### src/rtl/dispatch_pkg.sv
// Shared types and constants for the dispatch stage.
// Queue entries carry the raw instruction, its pc and predicted-taken bit.
package dispatch_pkg;

  localparam int XLEN_DEF  = 32;
  localparam int TAG_W_DEF = 5;

  localparam logic [6:0] OP_LUI    = 7'b0110111;
  localparam logic [6:0] OP_AUIPC  = 7'b0010111;
  localparam logic [6:0] OP_JAL    = 7'b1101111;
  localparam logic [6:0] OP_JALR   = 7'b1100111;
  localparam logic [6:0] OP_BRANCH = 7'b1100011;
  localparam logic [6:0] OP_LOAD   = 7'b0000011;
  localparam logic [6:0] OP_STORE  = 7'b0100011;
  localparam logic [6:0] OP_IMM    = 7'b0010011;
  localparam logic [6:0] OP_REG    = 7'b0110011;

  typedef struct packed {
    logic [XLEN_DEF-1:0] inst;
    logic [XLEN_DEF-1:0] pc;
    logic                pred;
  } q_entry_t;

endpackage

### src/rtl/dispatch_fifo.sv
// Circular buffer with occupancy count and synchronous clear.
// clr wins over en so a flush empties the queue even when stalled.
module dispatch_fifo #(
  parameter int W     = 65,
  parameter int DEPTH = 4
) (
  input  logic                     clk,
  input  logic                     rst,
  input  logic                     clr,
  input  logic                     en,
  input  logic                     push,
  input  logic                     pop,
  input  logic [W-1:0]             wdata,
  output logic [W-1:0]             rdata,
  output logic [$clog2(DEPTH):0]   count,
  output logic                     empty
);

  localparam int AW = $clog2(DEPTH);
  localparam int CW = AW + 1;

  logic [W-1:0]  mem [DEPTH];
  logic [AW-1:0] wp;
  logic [AW-1:0] rp;
  logic          full;
  logic          do_push;
  logic          do_pop;

  assign full    = count == CW'(DEPTH);
  assign empty   = count == '0;
  assign do_push = en && push && !full;
  assign do_pop  = en && pop && !empty;
  assign rdata   = mem[rp];

  always_ff @(posedge clk) begin
    if (rst || clr) begin
      wp    <= '0;
      rp    <= '0;
      count <= '0;
    end else begin
      if (do_push) wp <= wp + AW'(1);
      if (do_pop)  rp <= rp + AW'(1);
      unique case ({do_push, do_pop})
        2'b10:   count <= count + CW'(1);
        2'b01:   count <= count - CW'(1);
        default: count <= count;
      endcase
    end
  end

  always_ff @(posedge clk) begin
    if (do_push && !clr && !rst) mem[wp] <= wdata;
  end

endmodule

### src/rtl/dispatch_queue_unit.sv
// Dispatch stage: buffers fetched instructions, resolves operands,
// allocates a ROB tag and issues one registered packet to RS or LSB.
module dispatch_queue_unit
  import dispatch_pkg::*;
#(
  parameter int XLEN    = XLEN_DEF,
  parameter int TAG_W   = TAG_W_DEF,
  parameter int NUM_CDB = 2,
  parameter int QDEPTH  = 4
) (
  input  logic                     clk,
  input  logic                     rst,
  input  logic                     rdy,
  input  logic                     flush,
  input  logic                     if_valid,
  output logic                     if_ready,
  input  logic [XLEN-1:0]          if_inst,
  input  logic [XLEN-1:0]          if_pc,
  input  logic                     if_pred,
  output logic [XLEN-1:0]          parse_inst,
  input  logic                     dec_is_ls,
  input  logic [4:0]               dec_rd,
  input  logic [4:0]               dec_rs1,
  input  logic [4:0]               dec_rs2,
  input  logic [6:0]               dec_op,
  input  logic [XLEN-1:0]          dec_imm,
  output logic [4:0]               rf_rs1,
  output logic [4:0]               rf_rs2,
  input  logic                     rf_busy1,
  input  logic                     rf_busy2,
  input  logic [TAG_W-1:0]         rf_tag1,
  input  logic [TAG_W-1:0]         rf_tag2,
  input  logic [XLEN-1:0]          rf_val1,
  input  logic [XLEN-1:0]          rf_val2,
  output logic [TAG_W-1:0]         rob_qry1,
  output logic [TAG_W-1:0]         rob_qry2,
  input  logic                     rob_rdy1,
  input  logic                     rob_rdy2,
  input  logic [XLEN-1:0]          rob_val1,
  input  logic [XLEN-1:0]          rob_val2,
  input  logic                     rob_full,
  input  logic                     rs_full,
  input  logic                     lsb_full,
  input  logic [TAG_W-1:0]         rob_free_tag,
  input  logic [NUM_CDB-1:0]       cdb_valid,
  input  logic [NUM_CDB*TAG_W-1:0] cdb_tag,
  input  logic [NUM_CDB*XLEN-1:0]  cdb_value,
  output logic                     rob_alloc,
  output logic                     iss_rs_valid,
  output logic                     iss_lsb_valid,
  output logic [6:0]               iss_op,
  output logic [XLEN-1:0]          iss_imm,
  output logic [XLEN-1:0]          iss_pc,
  output logic [4:0]               iss_rd,
  output logic [TAG_W-1:0]         iss_tag,
  output logic                     iss_pred,
  output logic                     iss_q1_busy,
  output logic                     iss_q2_busy,
  output logic [TAG_W-1:0]         iss_q1,
  output logic [TAG_W-1:0]         iss_q2,
  output logic [XLEN-1:0]          iss_v1,
  output logic [XLEN-1:0]          iss_v2,
  output logic                     ren_valid,
  output logic [4:0]               ren_rd,
  output logic [TAG_W-1:0]         ren_tag
);

  localparam int CW = $clog2(QDEPTH) + 1;

  q_entry_t      wr_ent;
  q_entry_t      head;
  logic [CW-1:0] q_count;
  logic          q_empty;
  logic          q_full;
  logic          push;
  logic          issue;
  logic          unit_ok;
  logic [XLEN:0] op1;
  logic [XLEN:0] op2;

  // Returns {busy, value}; lower CDB channels take priority.
  function automatic logic [XLEN:0] resolve(
    input logic [4:0]               idx,
    input logic                     busy,
    input logic [TAG_W-1:0]         tag,
    input logic [XLEN-1:0]          rfv,
    input logic                     rrdy,
    input logic [XLEN-1:0]          rv,
    input logic [NUM_CDB-1:0]       cv,
    input logic [NUM_CDB*TAG_W-1:0] ct,
    input logic [NUM_CDB*XLEN-1:0]  cval
  );
    logic [XLEN:0] r;
    r = {1'b0, rfv};
    if (idx != '0 && busy) begin
      if (rrdy) begin
        r = {1'b0, rv};
      end else begin
        r = {1'b1, {XLEN{1'b0}}};
        for (int i = NUM_CDB - 1; i >= 0; i--) begin
          if (cv[i] && ct[i*TAG_W +: TAG_W] == tag)
            r = {1'b0, cval[i*XLEN +: XLEN]};
        end
      end
    end
    return r;
  endfunction

  assign wr_ent     = '{inst: if_inst, pc: if_pc, pred: if_pred};
  assign q_full     = q_count == CW'(QDEPTH);
  assign if_ready   = !q_full && !flush;
  assign push       = if_valid && if_ready;
  assign parse_inst = head.inst;
  assign rf_rs1     = dec_rs1;
  assign rf_rs2     = dec_rs2;
  assign rob_qry1   = rf_tag1;
  assign rob_qry2   = rf_tag2;
  assign unit_ok    = dec_is_ls ? !lsb_full : !rs_full;
  assign issue      = rdy && !rst && !flush && !q_empty
                   && !rob_full && unit_ok;

  assign op1 = resolve(dec_rs1, rf_busy1, rf_tag1, rf_val1,
                       rob_rdy1, rob_val1,
                       cdb_valid, cdb_tag, cdb_value);
  assign op2 = resolve(dec_rs2, rf_busy2, rf_tag2, rf_val2,
                       rob_rdy2, rob_val2,
                       cdb_valid, cdb_tag, cdb_value);

  dispatch_fifo #(
    .W     ($bits(q_entry_t)),
    .DEPTH (QDEPTH)
  ) u_fifo (
    .clk   (clk),
    .rst   (rst),
    .clr   (flush),
    .en    (rdy),
    .push  (push),
    .pop   (issue),
    .wdata (wr_ent),
    .rdata (head),
    .count (q_count),
    .empty (q_empty)
  );

  always_ff @(posedge clk) begin
    if (rst) begin
      rob_alloc     <= 1'b0;
      iss_rs_valid  <= 1'b0;
      iss_lsb_valid <= 1'b0;
      ren_valid     <= 1'b0;
      iss_op        <= '0;
      iss_imm       <= '0;
      iss_pc        <= '0;
      iss_rd        <= '0;
      iss_tag       <= '0;
      iss_pred      <= 1'b0;
      iss_q1_busy   <= 1'b0;
      iss_q2_busy   <= 1'b0;
      iss_q1        <= '0;
      iss_q2        <= '0;
      iss_v1        <= '0;
      iss_v2        <= '0;
      ren_rd        <= '0;
      ren_tag       <= '0;
    end else begin
      rob_alloc     <= issue;
      iss_rs_valid  <= issue && !dec_is_ls;
      iss_lsb_valid <= issue && dec_is_ls;
      ren_valid     <= issue && dec_rd != 5'd0;
      if (issue) begin
        iss_op      <= dec_op;
        iss_imm     <= dec_imm;
        iss_pc      <= head.pc;
        iss_rd      <= dec_rd;
        iss_tag     <= rob_free_tag;
        iss_pred    <= head.pred;
        iss_q1_busy <= op1[XLEN];
        iss_q2_busy <= op2[XLEN];
        iss_q1      <= rf_tag1;
        iss_q2      <= rf_tag2;
        iss_v1      <= op1[XLEN-1:0];
        iss_v2      <= op2[XLEN-1:0];
        ren_rd      <= dec_rd;
        ren_tag     <= rob_free_tag;
      end
    end
  end

endmodule

### config.mk
export PLATFORM = sky130hd
export DESIGN_NAME = dispatch_queue_unit
export DESIGN_NICKNAME = d
export VERILOG_FILES = /design/src/rtl/dispatch_pkg.sv /design/src/rtl/dispatch_fifo.sv /design/src/rtl/dispatch_queue_unit.sv
export SDC_FILE = /design/constraint.sdc
export NUM_CORES = 1
export LEC_CHECK = 0
export CAP_MARGIN = 20
export CORE_AREA = 2 2 227 229
export CTS_BUF_LIST = sky130_fd_sc_hd__clkbuf_16
export CTS_CLUSTER_DIAMETER = 60
export DETAILED_ROUTE_END_ITERATION = 6
export DIE_AREA = 0 0 229 231
export PLACE_DENSITY_LB_ADDON = 0.3
export SLEW_MARGIN = 20
export SYNTH_ARGS = -nofsm -noshare
export SYNTH_HDL_FRONTEND = slang
export SYNTH_SLANG_ARGS = --single-unit
### constraint.sdc
create_clock -name clk -period 3.1 [get_ports clk]
set_input_delay 0.465 -clock clk [delete_from_list [all_inputs] [get_ports clk]]
set_output_delay 0.465 -clock clk [all_outputs]
set_load 0.02 [all_outputs]
After elaboration in Yosys (flattened, before gate mapping)
Memories as Yosys holds them, arrays and structs flattened. A register that Yosys moved wholly into a read port is not among the register bits.
Index checks and enable logic that the tools add are counted.
Widths: inputs -> output; s select.
- register bits after elaboration: 169
- memory bits (writable): 260
- logic and storage cells: 81
- memories kept: 1
- memory list (name ; depth ; bits a word ; rd ports ; clocked after memory_dff ; write ports ; RTL line ; source):
    u_fifo.mem ; 4 ; 65 ; 1 ; 1 ; 1 ; dispatch_fifo.sv:22 ; logic [W-1:0] mem [DEPTH];
- add/sub/neg operators: 4
- equality and inequality tests: 7
- muxes and demuxes: 14
- reductions and logical operators: 36
- operator list (operator ; number):
    $mux 33 ; 8
    $logic_and 1x1->1 ; 22
    $eq 5x5->1 ; 4
    $reduce_bool 5->1 ; 3
    $logic_not 1->1 ; 8
    $pmux 3 s2 ; 1
    $add 2x1->2 const B ; 2
    $mux 2 ; 2
    $add 3x1->3 const B ; 1
    $eq 3x3->1 const B ; 1
    $logic_not 3->1 ; 1
    $mux 1 ; 3
    $sub 3x1->3 const B ; 1
    $eq 2x1->1 const B ; 1
    $eq 2x2->1 const B ; 1
    $reduce_bool 2->1 ; 1
    $logic_or 1x1->1 ; 1

Longest topological paths before layout
Gate-level depths: netlist of run 1.
- depth in word-level cells: 10
- mapped depth: 11
- gate-level depth less buffers: 9

Hierarchy
From an unflattened synthesis of run 1, not the netlist that was laid out.
- cell total of the unflattened synthesis: 1353
- area total of the unflattened synthesis: 17899.7 sq um
- modules (own cells, without submodules) (module ; instances ; cells each ; area each (sq um) ; seq. area each (sq um)):
    dispatch_fifo ; 1 ; 397 ; 9919.5 ; 7987.7
    dispatch_queue_unit ; 1 ; 956 ; 7980.2 ; 3243.1

Worst setup path before layout of run 1
No wires, ideal clock.
- kind: register to register
- start: register u_fifo.count[0]
- end: memory u_fifo.mem[0][0] (enable)
- setup time: 0.430 ns
- arrival time: 2.958 ns
- slack: -0.288 ns
- stages on the path, launching flop included: 6
- buffers on the path: 0
- period minus slack after synthesis: 3.388 ns
- cell sequence: dfxtp_1 inv_1 a31oi_1 nand3_1 nor2_1 and2_1
- cells in the longest elaborated chain, start to end: 10
- ends and longest elaborated chain (what ; RTL line ; source):
    start, declared ; dispatch_fifo.sv:15 ; output logic [$clog2(DEPTH):0] count,
    start signal, assigned ; dispatch_fifo.sv:44 ; 2'b10: count <= count + CW'(1);
    start signal, assigned ; dispatch_fifo.sv:45 ; 2'b01: count <= count - CW'(1);
    start signal, assigned ; dispatch_fifo.sv:46 ; default: count <= count;
    $eq 3x3->1 ; dispatch_queue_unit.sv:110 ; assign q_full = q_count == CW'(QDEPTH);
    $logic_not 1->1 ; dispatch_queue_unit.sv:111 ; assign if_ready = !q_full && !flush;
    $logic_and 1x1->1 ; dispatch_queue_unit.sv:111 ;
    net if_ready ; dispatch_queue_unit.sv:16 ; output logic if_ready,
    $logic_and 1x1->1 ; dispatch_queue_unit.sv:112 ; assign push = if_valid && if_ready;
    $logic_and 1x1->1 (2 in series) ; dispatch_fifo.sv:31 ; assign do_push = en && push && !full;
    $logic_and 1x1->1 (2 in series) ; dispatch_fifo.sv:52 ; if (do_push && !clr && !rst) mem[wp] <= wdata;
    $mux 1 ; dispatch_fifo.sv:52 ;
    $mux 1 (not written as such) ; dispatch_fifo.sv:52 ;
    end, declared ; dispatch_fifo.sv:22 ;
The timed path passes the listed nets, and every way through them passes these cells.

==> results.cfg, run 1 <==
[logic_synthesis]
syn_nets = 1709
syn_inst = 1352
async_reset_ff_share_pct = 0
synthesis.area_sq_um = 17500
synth_ff_type = edfxtp_1
synth_cell_types = 36
synth-seq-cells = 431
seq_area_frac_synth_pct = 64.2
synth_warnings = 0
synth_edf_count = 260
syn-mean-instance-area_sq_um = 12.9

[critical_path]
critPathTopFamily = buffers and inverters
cp_max_fo = 47
crit_chain = buf_12, mux4_2, clkdlybuf4s50_1
worstSetupEndpointType = output port
path_class = reg -> out
critPathLaunchType = register
r2r_start = u_fifo.count[2]$_SDFFE_PP0P_
reg2regPathDepth = 5
crit_path_top_delay_cell = mux4_2
arrival_ns = 2.47
crit_path_max_incr_delay_ns = 0.58
crit_required_ns = 2.63
r2r_slack_ns = 0.70
cp.buffers_inverters = 2
reg2reg_to = iss_imm[9]$_SDFFE_PP0N_

[power_and_ir_drop]
power.switching_uw = 2860
clock_power_share_pct = 44.2
swShare_pct = 22.6
p_int_uw = 9780
comb_power_share_pct = 7.6
power.density_nw_per_um2 = 496
ir_drop_uv = 467
pwr-share-seq_pct = 48.2
p_leak_uw = 0.00822

[min_path]
min_from = dec_imm[19]
hold-path-endpoint = iss_imm[19]$_SDFFE_PP0N_
min_path_cells = 3
hold_path_class = in -> reg

[timing]
fmax_mhz = 340
hold_violations = 0
rsz0062_at_grt = no
period_share_pct = 94.8
max-slew-margin-rel_pct = 30.9
worstMarginPinSlew_ns = 1.03
fin_crit_ns = 2.94
setup_viol = 0
finClkSkew_ns = 0.0194
finalMaxSlewViolations = 0

[floorplanning]
initial_core_util_pct = 34.5
die-area_sq_um = 52900
fp.dieW_microns = 229
boundaryPins = 576
die_h_microns = 231
coreArea_sq_um = 50700
fp-row-count = 83

[grt]
grt_max_degree = 79
grt_pass1_wl_mm = 96.5
grt_antenna_before_repair = 12
grt_pass1_vias = 13713
grt.overflow.total = 0
grt.total_usage_pct = 25.0

[route]
drt_first_pass_iters = 5
postRouteAntennaNets = 0
vias_per_cell = 5.25
wl_per_cell_microns = 26.1
wirelength_mm = 67.9
vias = 13663
drcViolationCount = 0
drtIter0Drc = 904

[placed_design]
postPlaceCellArea_sq_um = 23900
hpwl_mm = 50.5
gp_congestion = 0.986
io_buffers = 575

[clock_tree]
clock_latency_ns = 0.60
cts.htree.levels = 2
cts_buffers = 51
ctsResizeCount = 0
cts_tree = built
cts_root_buf = clkbuf_16
hold_buffers = 0
clk_path_buf_depth = 3
cts.sinks = 431
post_cts_buffers = 0
clk_pin_slew_ns = 0.06

[final_layout]
fin_area_sq_um = 25500
final_util_pct = 50.3
drive_above_1_share_pct = 10.7
num-nets-final = 2227
area_growth_pct = 45.6
nFillCells = 4507

[outcome]
outcome = completed

[job]
drv_cap = 0
[through the flow]
stage	power [uW]	std cells	TNS (ns)	hold slack, ns	setup slack (ns)
5_1_grt	13000	2600	0	0.402	0.0108
6_report	12600	2601	0	0.422	0.160
3_3_place_gp	7160	2496	-1.85	0.442	-0.177
3_5_place_dp	7170	2497	0	0.446	0.149
4_1_cts	12800	2591	0	0.380	0.0543
2_1_floorplan	6490	1352	0	0.485	0.339
[flip-flops by register name, indices dropped and copies added (netlist names), 2 cells and up, named ones only]
| signal | cells |
|---|---|
| ren_rd | 5 |
| u_fifo.rp | 2 |
| u_fifo.wp | 2 |
| iss_v2 | 32 |
| iss_imm | 32 |
| iss_q2 | 5 |
| iss_v1 | 32 |
| ren_tag | 5 |
| iss_pc | 32 |
| iss_q1 | 5 |
| iss_op | 7 |
| u_fifo.count | 3 |
| u_fifo.mem | 260 |
[worst register-to-register path: stages (launching register included)]
cell and delay, ns:
dfxtp_1 0.35, o311ai_4 0.35, buf_4 0.66, buf_4 0.65, nand2_1 0.13, a21oi_1 0.18
[logic make-up (layout without fill, tap and decap cells)]
logic type | after synthesis | in the layout | synth area share, %
mux | 67 | 67 | 8.48
compound gates | 362 | 362 | 13.0
xor+xnor | 25 | 25 | 1.25
simple gates | 290 | 290 | 7.47
flops | 431 | 431 | 64.2
buf+inv | 171 | 730 | 5.20
other cells | 0 | 10 | 0
fa+ha+maj | 6 | 6 | 0.472
[worst max path at each step]
stage	from	to	slack, ns	cells past startpoint
after floorplan	rst	u_fifo.count[2]$_SDFFE_PP0P_	0.34	11
after global placement	rf_tag2[3]	iss_v2[2]$_SDFFE_PP0N_	-0.18	7
after detailed placement	rf_tag1[4]	iss_v1[28]$_SDFFE_PP0N_	0.15	7
after CTS	register	parse_inst[9]	0.05	3
after global routing	register	parse_inst[11]	0.01	3
final	register	parse_inst[9]	0.16	3
[Yosys cell counts (all sizes together) (2+ instances only)]
| library cell | number | area (sq um) |
|---|---|---|
| ha | 5 | 62.6 |
| a22oi | 65 | 488 |
| xnor2 | 14 | 123 |
| dfxtp | 171 | 3420 |
| and2 | 72 | 450 |
| and3 | 2 | 12.5 |
| nand3 | 3 | 15.0 |
| nand2 | 188 | 706 |
| a221oi | 64 | 561 |
| or4 | 2 | 15.0 |
| inv | 9 | 33.8 |
| clkbuf | 72 | 270 |
| o21ai | 131 | 656 |
| edfxtp | 260 | 7810 |
| mux4 | 65 | 1460 |
| xor2 | 11 | 96.3 |
| buf | 90 | 606 |
| mux2i | 2 | 20.0 |
| nor2 | 17 | 66.3 |
| a21oi | 95 | 475 |
| nor3 | 3 | 15.0 |
[power by group through the flow]
stage	sequential, uW	clock, uW	combinational (uW)
after floorplan	6220	0	266
after global placement	6210	0	948
after detailed placement	6220	0	950
after CTS	6090	5720	956
after global routing	6090	5950	1010
final	6090	5580	962
[final cells by class]
type / count / area [sq um] / share of cell area, %
clock buffer: 52 / 1300 / 5.11
inverter: 9 / 36.3 / 0.142
tap: 680 / 851 / 3.34
multi-input combinational: 750 / 5400 / 21.2
timing repair buffer: 627 / 6350 / 24.9
sequential: 431 / 11200 / 44.1
antenna: 10 / 25.0 / 0.0982
clock inverter: 42 / 278 / 1.09
[layer usage]
layer,global-route usage (%),wire length [microns],up-vias
li1,-,-,6071
met1,30.4,26600,6791
met2,42.3,33400,672
met3,7.07,5590,123
met4,9.44,2330,6
met5,0,43,-
[cells in the final DEF (no fill, tap or decap), types with 2 or more instances in the layout]
cell type	netlist	layout
nor2_2	1	2
clkdlybuf4s50_1	0	574
or4_1	2	2
a22oi_1	65	65
nand3_1	3	3
and3_1	2	2
inv_1	8	21
a21oi_1	95	95
diode_2	0	10
a221oi_1	64	64
nor3_1	3	3
mux4_2	65	65
clkinvlp_4	0	3
and2_4	0	4
edfxtp_1	260	260
ha_1	5	5
buf_4	62	36
inv_6	0	3
buf_12	0	16
xor2_1	11	11
mux2i_1	2	2
clkbuf_16	0	52
clkinv_1	0	10
dfxtp_4	0	2
xnor2_1	14	14
dfxtp_1	171	169
nor2_1	16	14
o21ai_0	74	74
nand2_1	188	188
clkinv_2	0	8
o21ai_1	57	57
and2_1	72	68
inv_8	0	2
(Power assumes the default switching activity.)
==> run 2, diff against run 1 <==
Settings changed: TNS_END_PERCENT from default to 50.
==> results.cfg, run 2 (synthesis gave the netlist of run 1 again) <==
[timing]
rsz0062_at_grt = no
fmax_mhz = 357
finalMaxSlewViolations = 0
final.setup.worst_slack_ns = 0.295
finClkSkew_ns = 0.0329
period_share_pct = 90.5
max-slew-margin-rel_pct = 22.7
finalSetupTns_ns = 0
hold_violations = 0
setup_viol = 0
fin_crit_ns = 2.80
worstMarginPinSlew_ns = 1.16

[critical_path]
reg2regPathDepth = 6
arrival_ns = 2.34
cp_max_fo = 14
worstSetupEndpointType = output port
critPathLaunchType = register
r2r_start = u_fifo.count[0]$_SDFFE_PP0P_
path_class = reg -> out
reg2reg_to = u_fifo.mem[0][11]$_DFFE_PP_
crit_required_ns = 2.63
r2r_slack_ns = 0.75

[outcome]
outcome = completed

[placed_design]
io_buffers = 575
dp_slack_ns = -0.0225
gp_congestion = 1.01
hpwl_mm = 52.3

[floorplanning]
fp-row-count = 83
initial_core_util_pct = 34.5
die_h_microns = 231
boundaryPins = 576
fp.dieW_microns = 229
coreArea_sq_um = 50700
die-area_sq_um = 52900

[clock_tree]
clk_pin_slew_ns = 0.06
cts_buffers = 50
cts_root_buf = clkbuf_16
clk_path_buf_depth = 3
hold_buffers = 0
cts.htree.levels = 2
cts_tree = built
cts.sinks = 431
clock_latency_ns = 0.61

[power_and_ir_drop]
ir_drop_uv = 526
power.density_nw_per_um2 = 497
p_leak_uw = 0.00837

[min_path]
hold-path-endpoint = iss_imm[0]$_SDFFE_PP0N_
min_path_cells = 3
min_from = rst
hold_path_class = in -> reg

[grt]
met3_usage_pct = 6.60
grt_util_met2_pct = 43.3
grt_pass1_wl_mm = 98.2
grt_pass1_vias = 13799
grt_antenna_before_repair = 17
grt.total_usage_pct = 25.6
use_met1_pct = 31.4
grt.overflow.total = 0
busiest_layer = met2
grt_max_degree = 77

[final_layout]
final_cell_mix = clkdlybuf4s50_1 (574), edfxtp_1 (260), nand2_1 (188)
area_growth_pct = 47.0
largest_register_ffs = 260
num-nets-final = 2246
final_common_cell = clkdlybuf4s50_1
drive_above_1_share_pct = 11.7
largest_register = u_fifo.mem

[job]
drv_cap = 0

[route]
drt_first_pass_iters = 6
wirelength_mm = 69.1
drtIter0Drc = 1258
postRouteAntennaNets = 0
vias = 13673
drcViolationCount = 0
vias_per_cell = 5.21
wl_per_cell_microns = 26.3
run 2: changes by cell type in the layout (fill, tap and decap cells not counted), sizes merged:
cell and change:
buf +20, clkinv -2, bufinv +1, diode +4, clkinvlp -1, inv +2
run 2: per-layer routing:
layer	vias up	part of all wire (%)
met5	-	0.056
met4	6	3.7
met3	127	7.7
met2	640	50
met1	6795	39
li1	6105	-
run 2: stage by stage:
step           total power, uW  std cells  hold slack (ns)  cell area, sq um  util [%]
6_report                 12800       2625            0.351             25700      50.8
5_1_grt                  13200       2625            0.350             25700      50.8
4_1_cts                  12900       2606            0.315             25600      50.6
3_5_place_dp              7180       2512            0.446             24000      47.4
3_3_place_gp              7180       2512            0.442             24000      47.4
2_1_floorplan             6490       1352            0.485             17500         -
run 2: layout make-up:
cell class,count,area [sq um]
diodes,14,35.0
clock buffers,52,1300
clock inverters,42,325
fillers,4435,24900
inverters,9,36.3
multi-input cells,750,5400
flip-flops and latches,431,11200
well taps,680,851
repair buffers,647,6540
run 2: report_power, final:
group	total, uW	internal (uW)	leakage [uW]	switching [uW]
Sequential	6090	6090	0.00372	7.14
Clock	5710	3250	0.000854	2460
Combinational	974	549	0.00379	425
run 2: repair_timing:
action | in CTS | in global routing
resized for setup | 0 | 0
buffers inserted | 0 | 5
setup endpoints to repair | 0 | 1
run 2: worst max-delay path, cell delays in order (launching register included):
cell and delay [ns]:
dfxtp_4 0.43, buf_12 0.19, mux4_2 0.52, clkdlybuf4s50_1 0.58
run 2: worst max-delay path by stage:
stage	from	depth (start not counted)	endpoint	slack [ns]
after global routing	register	3	parse_inst[29]	0.19
final	register	3	parse_inst[29]	0.30
after CTS	register	3	parse_inst[29]	0.03
after global placement	rf_tag2[3]	7	iss_v2[2]$_SDFFE_PP0N_	0.001
after floorplan	u_fifo.count[0]$_SDFFE_PP0P_	5	u_fifo.mem[2][0]$_DFFE_PP_	-0.29
after detailed placement	rf_tag2[0]	7	iss_v2[31]$_SDFFE_PP0N_	-0.02
==> run 3, diff against run 2 <==
Settings changed: CELL_PAD_IN_SITES_DETAIL_PLACEMENT from default to 0, CELL_PAD_IN_SITES_GLOBAL_PLACEMENT from default to 1, CORE_AREA 2 2 227 229 to default, CORE_MARGIN from default to 2, CORE_UTILIZATION from default to 33, DIE_AREA 0 0 229 231 to default, SETUP_SLACK_MARGIN from default to 0.2.
==> results.cfg, run 3 (synthesis gave the netlist of run 1 again) <==
[outcome]
outcome = completed

[floorplanning]
die-area_sq_um = 54900
die_h_microns = 234
fp-row-count = 84
fp.dieW_microns = 234
initial_core_util_pct = 33.4
boundaryPins = 576
coreArea_sq_um = 52400

[route]
met2WireLength_mm = 33.3
wirelength_mm = 66.8
wl_met3_mm = 6.35
vias_per_cell = 5.11
top_layer = met5
drt_first_pass_iters = 5
drt-met1-wl_mm = 25.0
drcViolationCount = 0
vias = 13416
drtIter0Drc = 920
wl_per_cell_microns = 25.4
postRouteAntennaNets = 0

[critical_path]
crit_chain = buf_16, mux4_2, clkdlybuf4s50_1
critPathLaunchType = register
arrival_ns = 2.37
crit_required_ns = 2.63
path_class = reg -> out
cp_max_fo = 20
worstSetupEndpointType = output port
crit_path_max_incr_delay_ns = 0.56
crit_path_top_delay_cell = clkdlybuf4s50_1

[placed_design]
hpwl_mm = 49.1
gp_congestion = 0.965
io_buffers = 575
postPlaceCellArea_sq_um = 23900
place_inst = 2517

[grt]
grt_max_degree = 86
grt.total_usage_pct = 23.4
grt_pass1_wl_mm = 92.0
grt_pass1_vias = 13300
grt_antenna_before_repair = 21
grt.overflow.total = 0

[final_layout]
final_common_cell = clkdlybuf4s50_1
area_growth_pct = 47.2
final_cell_mix = clkdlybuf4s50_1 (572), edfxtp_1 (260), nand2_1 (188)
final_util_pct = 49.1
nFillCells = 4632
largest_register = u_fifo.mem
fin_area_sq_um = 25800
largest_register_ffs = 260
drive_above_1_share_pct = 11.6
num-nets-final = 2240
fin_cells = 2627

[power_and_ir_drop]
power.switching_uw = 2890
pwr-share-seq_pct = 46.3
finalPower_uw = 13200
p_leak_uw = 0.00835
comb_power_share_pct = 7.4
p_int_uw = 10300
clock_power_share_pct = 46.3
ir_drop_uv = 539
swShare_pct = 22.0
power.density_nw_per_um2 = 511

[clock_tree]
cts_root_buf = clkbuf_16
post_cts_buffers = 0
hold_buffers = 0
clk_path_buf_depth = 3
cts_tree = built
cts.htree.levels = 2
cts.sinks = 431
cts_buffers = 50
clock_latency_ns = 0.59
clk_pin_slew_ns = 0.06

[timing]
setup_viol = 0
fmax_mhz = 352
whs_ns = 0.419
hold_violations = 0
fin_crit_ns = 2.84
rsz0062_at_grt = yes
period_share_pct = 91.5
worstMarginPinSlew_ns = 1.05
max-slew-margin-rel_pct = 29.5
finalMaxSlewViolations = 0
finClkSkew_ns = 0.0264

[job]
drv_cap = 0

[min_path]
hold_path_class = in -> reg
-- run 3: worst max-delay path: cells and delay by family (launching register included) --
| kind | cells | cell delay [ns] |
|---|---|---|
| buffers and inverters | 2 | 0.77 |
| multiplexers | 1 | 0.55 |
| flip-flops | 1 | 0.43 |
-- run 3: metal layers --
layer	vias up	global-route usage (%)
met5	-	0
met4	12	9.34
met3	126	7.33
met2	577	39.7
met1	6610	27.6
li1	6091	-
-- run 3: worst paths after layout --
kind	from	endpoint	slack (ns)	depth (start not counted)
min	rst	iss_q2[3]$_SDFFE_PP0N_	0.42	3
max reg2reg	u_fifo.count[2]$_SDFFE_PP0P_	iss_v2[29]$_SDFFE_PP0N_	0.56	7
min reg2reg	iss_imm[10]$_SDFFE_PP0N_	iss_imm[10]$_SDFFE_PP0N_	0.45	2
max	register	parse_inst[9]	0.26	3
-- run 3: final cells by class --
type                            instances  area (sq um)  area share, %
Antenna cell                           14          35.0          0.136
Clock buffer                           50          1250           4.86
Clock inverter                         44           474           1.84
Inverter                                9          36.3          0.141
Multi-Input combinational cell        750          5400           21.0
Sequential cell                       431         11200           43.6
Tap cell                              688           861           3.34
Timing Repair Buffer                  641          6470           25.1
-- run 3: what timing repair did --
| action | CTS | global route |
|---|---|---|
| endpoints found under the hold margin | 0 | 0 |
| cloned | 1 | 1 |
| resized for setup | 1 | 3 |
| endpoints found under the setup margin | 16 | 16 |
-- run 3: per-stage QoR --
step                      worst slack, ns  setup TNS (ns)
after floorplan                    -0.288          -37.41
after global placement              0.196               0
after detailed placement            0.106               0
after CTS                           0.154               0
after global routing                0.160               0
final                               0.262               0
-- run 3: power groups by stage --
stage | sequential, uW | clock, uW | combinational (uW)
6_report | 6090 | 6100 | 973
5_1_grt | 6090 | 6470 | 1020
4_1_cts | 6090 | 6260 | 971
3_5_place_dp | 6220 | 0 | 962
3_3_place_gp | 6210 | 0 | 962
2_1_floorplan | 6220 | 0 | 266
